## config.mk

```make
export PLATFORM = sky130hd
export DESIGN_NAME = alu_op_sequencer
export DESIGN_NICKNAME = d
export VERILOG_FILES = /design/src/rtl/alu_op_sequencer.sv
export SDC_FILE = /design/constraint.sdc
export NUM_CORES = 1
export LEC_CHECK = 0
export CORE_UTILIZATION = 45
export CTS_CLUSTER_DIAMETER = 60
export DETAILED_ROUTE_END_ITERATION = 10
export PLACE_DENSITY = 0.74
export SYNTH_ARGS = -nofsm -noshare
export SYNTH_HDL_FRONTEND = slang
export SYNTH_SLANG_ARGS = --single-unit
```

## constraint.sdc

```tcl
create_clock -name clk -period 4.9 [get_ports clk]
set_input_delay 0.49 -clock clk [delete_from_list [all_inputs] [get_ports clk]]
set_output_delay 0.49 -clock clk [all_outputs]
set_load 0.1 [all_outputs]
```

## src/rtl/alu_op_sequencer.sv

```systemverilog
// alu_op_sequencer
//   Clocked controller around a small ALU function set. Operand A is always
//   acc[WIDTH-1:0]; operand B arrives with each request. Op 0 runs a
//   bit-serial ripple add (one bit per cycle), ops 1-7 finish in one execute
//   cycle.
//
//   Optional feature: define ALU_SEQ_STICKY_OVF_EN to enable the sticky
//   carry flag (ovf_sticky). When undefined, ovf_sticky is tied low.
//
// Ports:
//   clk        system clock, rising edge
//   resetn     asynchronous active-low reset
//   start      request strobe, sampled only while ready=1
//   op         operation code, sampled with start
//   b          operand B, sampled with start
//   ready      high only in IDLE
//   busy       high in EXEC and SERIAL
//   done       one-cycle pulse, acc valid in that cycle
//   acc        accumulator / result register
//   carry      carry-out of the last completed add op
//   ovf_sticky sticky carry flag
//
// state    | meaning
// ---------+-------------------------------------------------------------
// S_IDLE   | waiting for start, ready=1
// S_EXEC   | operands latched; ops 1-7 complete here, op 0 starts serial
// S_SERIAL | one full-adder step per cycle, LSB first
// S_DONE   | result valid, done=1 for this single cycle

module alu_op_sequencer #(
  parameter int                   WIDTH    = 4,
  parameter logic [2*WIDTH-1:0]   ACC_INIT = '0
) (
  input  logic               clk,
  input  logic               resetn,
  input  logic               start,
  input  logic [2:0]         op,
  input  logic [WIDTH-1:0]   b,
  output logic               ready,
  output logic               busy,
  output logic               done,
  output logic [2*WIDTH-1:0] acc,
  output logic               carry,
  output logic               ovf_sticky
);

  localparam int AW = 2 * WIDTH;
  localparam int CW = $clog2(WIDTH);

  typedef enum logic [1:0] {S_IDLE, S_EXEC, S_SERIAL, S_DONE} state_t;

  state_t           state;
  logic [2:0]       op_q;
  logic [WIDTH-1:0] a_q;
  logic [WIDTH-1:0] b_q;
  logic [WIDTH-1:0] sum_q;
  logic             c_q;
  logic [CW-1:0]    bit_cnt;

  logic [WIDTH:0]   add_full;
  logic             s_bit;
  logic             c_bit;
  logic [AW-1:0]    exec_res;

  // Single-cycle adder, only meaningful in EXEC (a_q/b_q shift in SERIAL).
  assign add_full = {1'b0, a_q} + {1'b0, b_q};

  // Serial full adder works on the LSBs while a_q/b_q shift right.
  assign s_bit = a_q[0] ^ b_q[0] ^ c_q;
  assign c_bit = (a_q[0] & b_q[0]) | (c_q & (a_q[0] ^ b_q[0]));

  always_comb begin
    exec_res = acc;
    case (op_q)
      3'd1:    exec_res = AW'(add_full);
      3'd2:    exec_res = {a_q | b_q, a_q ^ b_q};
      3'd3:    exec_res = AW'(|{a_q, b_q});
      3'd4:    exec_res = AW'(&{a_q, b_q});
      3'd5:    exec_res = {a_q, b_q};
      3'd6,
      3'd7:    exec_res = ACC_INIT;
      default: exec_res = acc;
    endcase
  end

  always_ff @(posedge clk or negedge resetn) begin
    if (!resetn) begin
      state   <= S_IDLE;
      ready   <= 1'b1;
      busy    <= 1'b0;
      done    <= 1'b0;
      acc     <= ACC_INIT;
      carry   <= 1'b0;
      op_q    <= '0;
      a_q     <= '0;
      b_q     <= '0;
      sum_q   <= '0;
      c_q     <= 1'b0;
      bit_cnt <= '0;
    end else begin
      case (state)
        S_IDLE: begin
          if (start) begin
            op_q  <= op;
            a_q   <= acc[WIDTH-1:0];
            b_q   <= b;
            ready <= 1'b0;
            busy  <= 1'b1;
            state <= S_EXEC;
          end
        end
        S_EXEC: begin
          c_q     <= 1'b0;
          sum_q   <= '0;
          bit_cnt <= CW'(WIDTH - 1);
          if (op_q == 3'd0) begin
            state <= S_SERIAL;
          end else begin
            acc <= exec_res;
            if (op_q == 3'd1)
              carry <= add_full[WIDTH];
            else if (op_q == 3'd6 || op_q == 3'd7)
              carry <= 1'b0;
            busy  <= 1'b0;
            done  <= 1'b1;
            state <= S_DONE;
          end
        end
        S_SERIAL: begin
          a_q   <= a_q >> 1;
          b_q   <= b_q >> 1;
          c_q   <= c_bit;
          sum_q <= {s_bit, sum_q[WIDTH-1:1]};
          // Terminal count: this step produces the MSB, so assemble the
          // result directly from the in-flight bit rather than sum_q.
          if (bit_cnt == '0) begin
            acc   <= AW'({c_bit, s_bit, sum_q[WIDTH-1:1]});
            carry <= c_bit;
            busy  <= 1'b0;
            done  <= 1'b1;
            state <= S_DONE;
          end else begin
            bit_cnt <= bit_cnt - 1'b1;
          end
        end
        S_DONE: begin
          done  <= 1'b0;
          ready <= 1'b1;
          state <= S_IDLE;
        end
        default: begin
          ready <= 1'b1;
          busy  <= 1'b0;
          done  <= 1'b0;
          state <= S_IDLE;
        end
      endcase
    end
  end

`ifdef ALU_SEQ_STICKY_OVF_EN
  // Clear has priority over set.
  always_ff @(posedge clk or negedge resetn) begin
    if (!resetn)
      ovf_sticky <= 1'b0;
    else if (state == S_EXEC && (op_q == 3'd6 || op_q == 3'd7))
      ovf_sticky <= 1'b0;
    else if (state == S_EXEC && op_q == 3'd1 && add_full[WIDTH])
      ovf_sticky <= 1'b1;
    else if (state == S_SERIAL && bit_cnt == '0 && c_bit)
      ovf_sticky <= 1'b1;
  end
`else
  assign ovf_sticky = 1'b0;
`endif

endmodule

```

### Word level (Yosys, flattened, before mapping)

Index checks and enable logic that the tools add are counted.
Widths: inputs -> output; s select.

| word-level totals | value |
|---|---|
| output and inout port bits | 13 |
| input bits | 10 |
| logic and storage cells | 88 |
| register bits after elaboration | 32 |

| cells by class | value |
|---|---|
| multiplexer cells | 30 |
| reductions and logical operators | 21 |
| $add $sub $neg | 2 |
| eq/ne operators | 16 |
| bitwise operators | 7 |

Operators by type and width:

| cell | count |
|---|---|
| $pmux 8 s6 | 1 |
| $pmux 4 s2 | 3 |
| $mux 8 | 2 |
| $pmux 8 s2 | 1 |
| $eq 3x3->1 const B | 4 |
| $reduce_and 4->1 | 3 |
| $mux 1 | 11 |
| $reduce_and 2->1 | 5 |
| $mux 4 | 2 |
| $ne 2x2->1 const B | 4 |
| $pmux 2 s4 | 1 |
| $reduce_and 8->1 | 1 |
| $reduce_or 8->1 | 1 |
| $ne 7x2->1 const B | 1 |
| $eq 3x2->1 const B | 2 |
| $mux 2 | 3 |
| $pmux 1 s2 | 3 |
| $pmux 1 s3 | 2 |
| $reduce_bool 2->1 | 3 |
| $reduce_bool 3->1 | 2 |
| $add 4x4->5 | 1 |
| $eq 2x2->1 const B | 2 |
| $logic_not 2->1 | 2 |
| $or 4x4->4 | 1 |
| 13 further kinds | 15 |

### Longest topological paths before layout

| depth | value |
|---|---|
| depth after elaboration | 6 |
| depth in mapped cells | 8 |
| gate-level depth less buffers | 8 |

### Worst setup path after synthesis

Ideal clock, no wire load.

| timing | value |
|---|---|
| kind | register -> register |
| start point | register state[0] |
| end point | register carry |
| data required time | 4780 ps |
| path buffers | 0 |
| setup time | 120 ps |
| arrival | 1623 ps |
| cell stages (with the launch flop) | 8 |
| clock period less this slack | 1744 ps |
| slack | 3156 ps |
| cells stage by stage | dfrtp_1 > inv_1 > ha_1 > inv_1 > o2bb2ai_1 > a311oi_1 > o311ai_0 > o21a_1 |

| between the ends | value |
|---|---|
| word-level cells in the longest chain between the ends | 3 |
| elaborated cells between the ends (all ways) | 8 |
| those cells by class | eq/ne: 5; mux: 1; reduce/logical: 2 |

Ends and longest elaborated chain:

| element | RTL line | RTL |
|---|---|---|
| start: declaration | 52 | `state_t state;` |
| start signal: assignment | 88 | `state <= S_IDLE;` |
| start signal: assignment | 109 | `state <= S_EXEC;` |
| start signal: assignment | 117 | `state <= S_SERIAL;` |
| $eq 2x1->1 or $eq 2x2->1 (tied branches) | 101 | `case (state)` |
| $ne 3x3->1 (no source line), or another cell as far along | - |  |
| $reduce_and 4->1 (no source line) | - |  |
| end signal: assignment | 121 | `carry <= add_full[WIDTH];` |
| end signal: assignment | 138 | `carry <= c_bit;` |
| end: declaration | 43 | `output logic carry,` |

Parallel ways exist; a longest one is shown, timed or not.
A chain may end at the register's enable or synchronous reset.

### Worst setup path in the final report

| timing | value |
|---|---|
| start point | register state[0] |
| end point | register state[1] |

| between the ends | value |
|---|---|
| word-level cells in the longest chain between the ends | 3 |
| elaborated cells between the ends (all ways) | 8 |
| those cells by class | eq/ne: 5; mux: 1; reduce/logical: 2 |

Ends and longest elaborated chain:

| element | RTL line |
|---|---|
| $eq 2x2->1 or $logic_not 2->1 (tied branches) | 101 |
| $ne 2x2->1 (no source line) | - |
| $reduce_and 2->1 (no source line) | - |

Parallel ways exist; a longest one is shown, timed or not.

==> out/results.txt <==
The run finished with clean final reports. The number of antenna diodes in the final layout is 0. Setup-violating endpoint count in the final report: 0. For the pre-CTS worst setup slack, the log shows 2.35 ns.

The tools report the H-tree depth as 2. The share of synthesized registers carrying an async set or reset came out at 1.00. Maximum number of pins on one net before global-route repair: 32.

Type of destination of the critical path: a flip-flop. The proportion of synthesized chip area in sequential cells was 0.399; the total number of placement rows was 23. The average instance in the mapped netlist occupies 9.55 um^2. The per-cell via count in the routed design was 5.76; the total clock buffers created by CTS was 5.

Once placement finished, the instance area stood at 2180 um^2. The run gives 81 as the initial detailed-routing violation count. The number of hold-slack violations in the final timing report is 0, and the signed area change from the synthesized netlist to the final layout is 16.8%. For the die outline area, the log shows 4600 um^2. Clock tree synthesis found a total of 31 sinks. Required time of the critical path: 5.07 ns. Leaving out fill and tap cells, the most frequent cells in the layout are dfrtp_1, inv_1, clkdlybuf4s50_1. The most used routing layer in global routing was met2. Measured along the x axis, the die boundary spans 67.8 um. The area of the mapped netlist is 1950 um^2, and the max capacitance violation total is 0. The tools report the post-CTS setup buffer count as 0.

Routability-driven placement finished with a final weighted congestion of 0.832. For the sum of negative setup slack, the log shows 0 ns. Met3 usage: 0.0490. STA classifies the critical path startpoint as a flip-flop. The via count of the first global-routing pass came out at 1538.

The max-slew headroom at the worst pin was 0.350. Counting distinct cell types in the post-synthesis netlist gives 41. At the pin with the least slew margin, the transition time is 0.972 ns. The mean routed wirelength per cell was 15.0 um; the count of flip-flops with a built-in enable after synthesis was 0. The maximum clock frequency is 0.385 GHz, and the synthesized netlist net count is 232. The run gives 0 as the number of nets with antenna violations after detailed routing.

The share of the cycle needed by the critical path after routing works out to 0.530. The first global-routing pass estimated 7090 um of wire. The number of gates resized after CTS was 0.

The count of buffers added on input and output ports is 21. Clock-pin slew was measured on the worst setup and hold paths at 0.06 ns. Setup repair after global routing left no endpoint under its margin. The net total in the final layout was 252. The tree is rooted in a clkbuf_8.

The initial antenna violation count was 0; the data arrival time at the worst-slack endpoint was 2.77 ns. Counting every instance in the synthesized netlist gives 204. The run gives 0.322 as the fraction of met2 tracks used by global routing.

The min-delay analysis places its worst path in the category flip-flop to flip-flop. During synthesis, Yosys emitted a total of 0 warnings. For the total count of max-transition violations in the final report, the log shows 0. The detailed router placed 1583 vias in this run. In this run the worst path has a maximum fanout of 24. At the later pin of the worst-skew pair, clock insertion delay measures 0.28 ns. The wire-length estimate of the detail-placed layout is 3020 um.

Subtracting the final worst setup slack from the clock period gives 2.60 ns. On the final layout, the worst clock skew is 0.00214 ns. The starting density of the core is 0.477. Met1 track demand over resource: 0.285.

TritonCTS built the clock tree. Setup slack closes at 2.30 ns. Counting flops and latches in the post-synthesis netlist gives 31.

After filler insertion, the fill cell instance count of the layout stands at 378. The run gives 0 as the number of buffers inserted for hold repair after clock tree synthesis. The logs give 0 for the total global routing overflow and 0.211 for the total global routing track utilization. Kind of critical path: flip-flop to flip-flop.

The routed design has 4120 um of wire. The count of TritonRoute iterations in the first routing pass was 4. The maximum number of buffers from clock root to sink was 2.

The number of DRC violations after detailed routing was 0; the fraction of final layout cells with drive strength greater than 1 was 0.0800. The number of top-level pins is 23, and the area of the core is 4090 um^2. The tools report the total non-filler cell area in the finished layout as 2280 um^2. The most common flop cell mapped by yosys is dfrtp_1.

The library cell used most frequently in the layout, excluding fill and tap cells, is dfrtp_1. The die is 67.8 um tall.
-- routing by layer --
layer	up-vias	wire, um
li1	771	-
met5	-	0
met2	51	1860
met4	0	55
met3	7	209
met1	754	1990
-- synth_stat cells (all sizes together), types with 4 or more instances --
cell | instances | area [um^2]
buf | 4 | 33.8
o21ai | 13 | 65.1
mux2i | 4 | 40.0
nor3 | 4 | 20.0
nand2 | 6 | 22.5
a21oi | 15 | 75.1
nand3 | 8 | 40.0
clkbuf | 5 | 18.8
o22ai | 9 | 56.3
a31oi | 5 | 31.3
ha | 16 | 200
mux2 | 5 | 56.3
inv | 25 | 93.8
nor2 | 11 | 41.3
dfrtp | 30 | 751
-- critical path: stages (launching register included) --
cell     delay, ns
dfrtp_1       0.44
inv_1         0.10
ha_1          0.69
inv_1         0.31
o21ai_0       0.55
mux2_2        0.39
-- metrics by stage --
step,std cells,utilization,hold slack (ns)
after global routing,275,0.557,0.512
after global placement,267,0.532,0.464
final,275,0.557,0.495
after floorplan,204,-,0.194
after detailed placement,267,0.532,0.480
after CTS,275,0.557,0.495
-- final cells by class --
type                       instances  area, um^2  share of cell area
multi-input combinational        139        1020               0.450
timing repair buffer              22         218              0.0957
sequential                        31         777               0.341
clock buffer                       8         100              0.0440
inverter                          25        93.8              0.0412
tap                               50        62.6              0.0275
-- worst paths after layout --
kind | slack, ns | start | cells after the start | endpoint
setup / recovery | 2.30 | state[0] | 5 | state[1]
hold / removal | 0.50 | busy | 2 | busy
setup reg to reg | 2.30 | state[0] | 5 | state[1]
hold reg to reg | 0.50 | busy | 2 | busy
max in group asynchronous | 3.97 | resetn | 2 | ready
min in group asynchronous | 0.60 | resetn | 2 | acc[6]
-- kinds of logic after synthesis --
logic type / after synthesis / synth area share
AOI/OAI and AO/OA: 64 / 0.209
xor gates and xnor gates: 3 / 0.0135
adders and majority gates: 18 / 0.123
buffers and inverters: 34 / 0.0751
DFF: 31 / 0.399
muxes: 9 / 0.0495
other: 1 / 0.00192
and+or+nand+nor: 44 / 0.128
-- registers in the layout (all words and copies together) (netlist names) --
register,cells
ready,1
sum_q,3
done,1
c_q,1
a_q,4
op_q,3
acc,8
carry,1
bit_cnt,2
b_q,4
state,2
busy,1
Power is left out: the tool's default activity adds up to more than one toggle a clock period on the data nets, which glitch-free logic cannot reach.
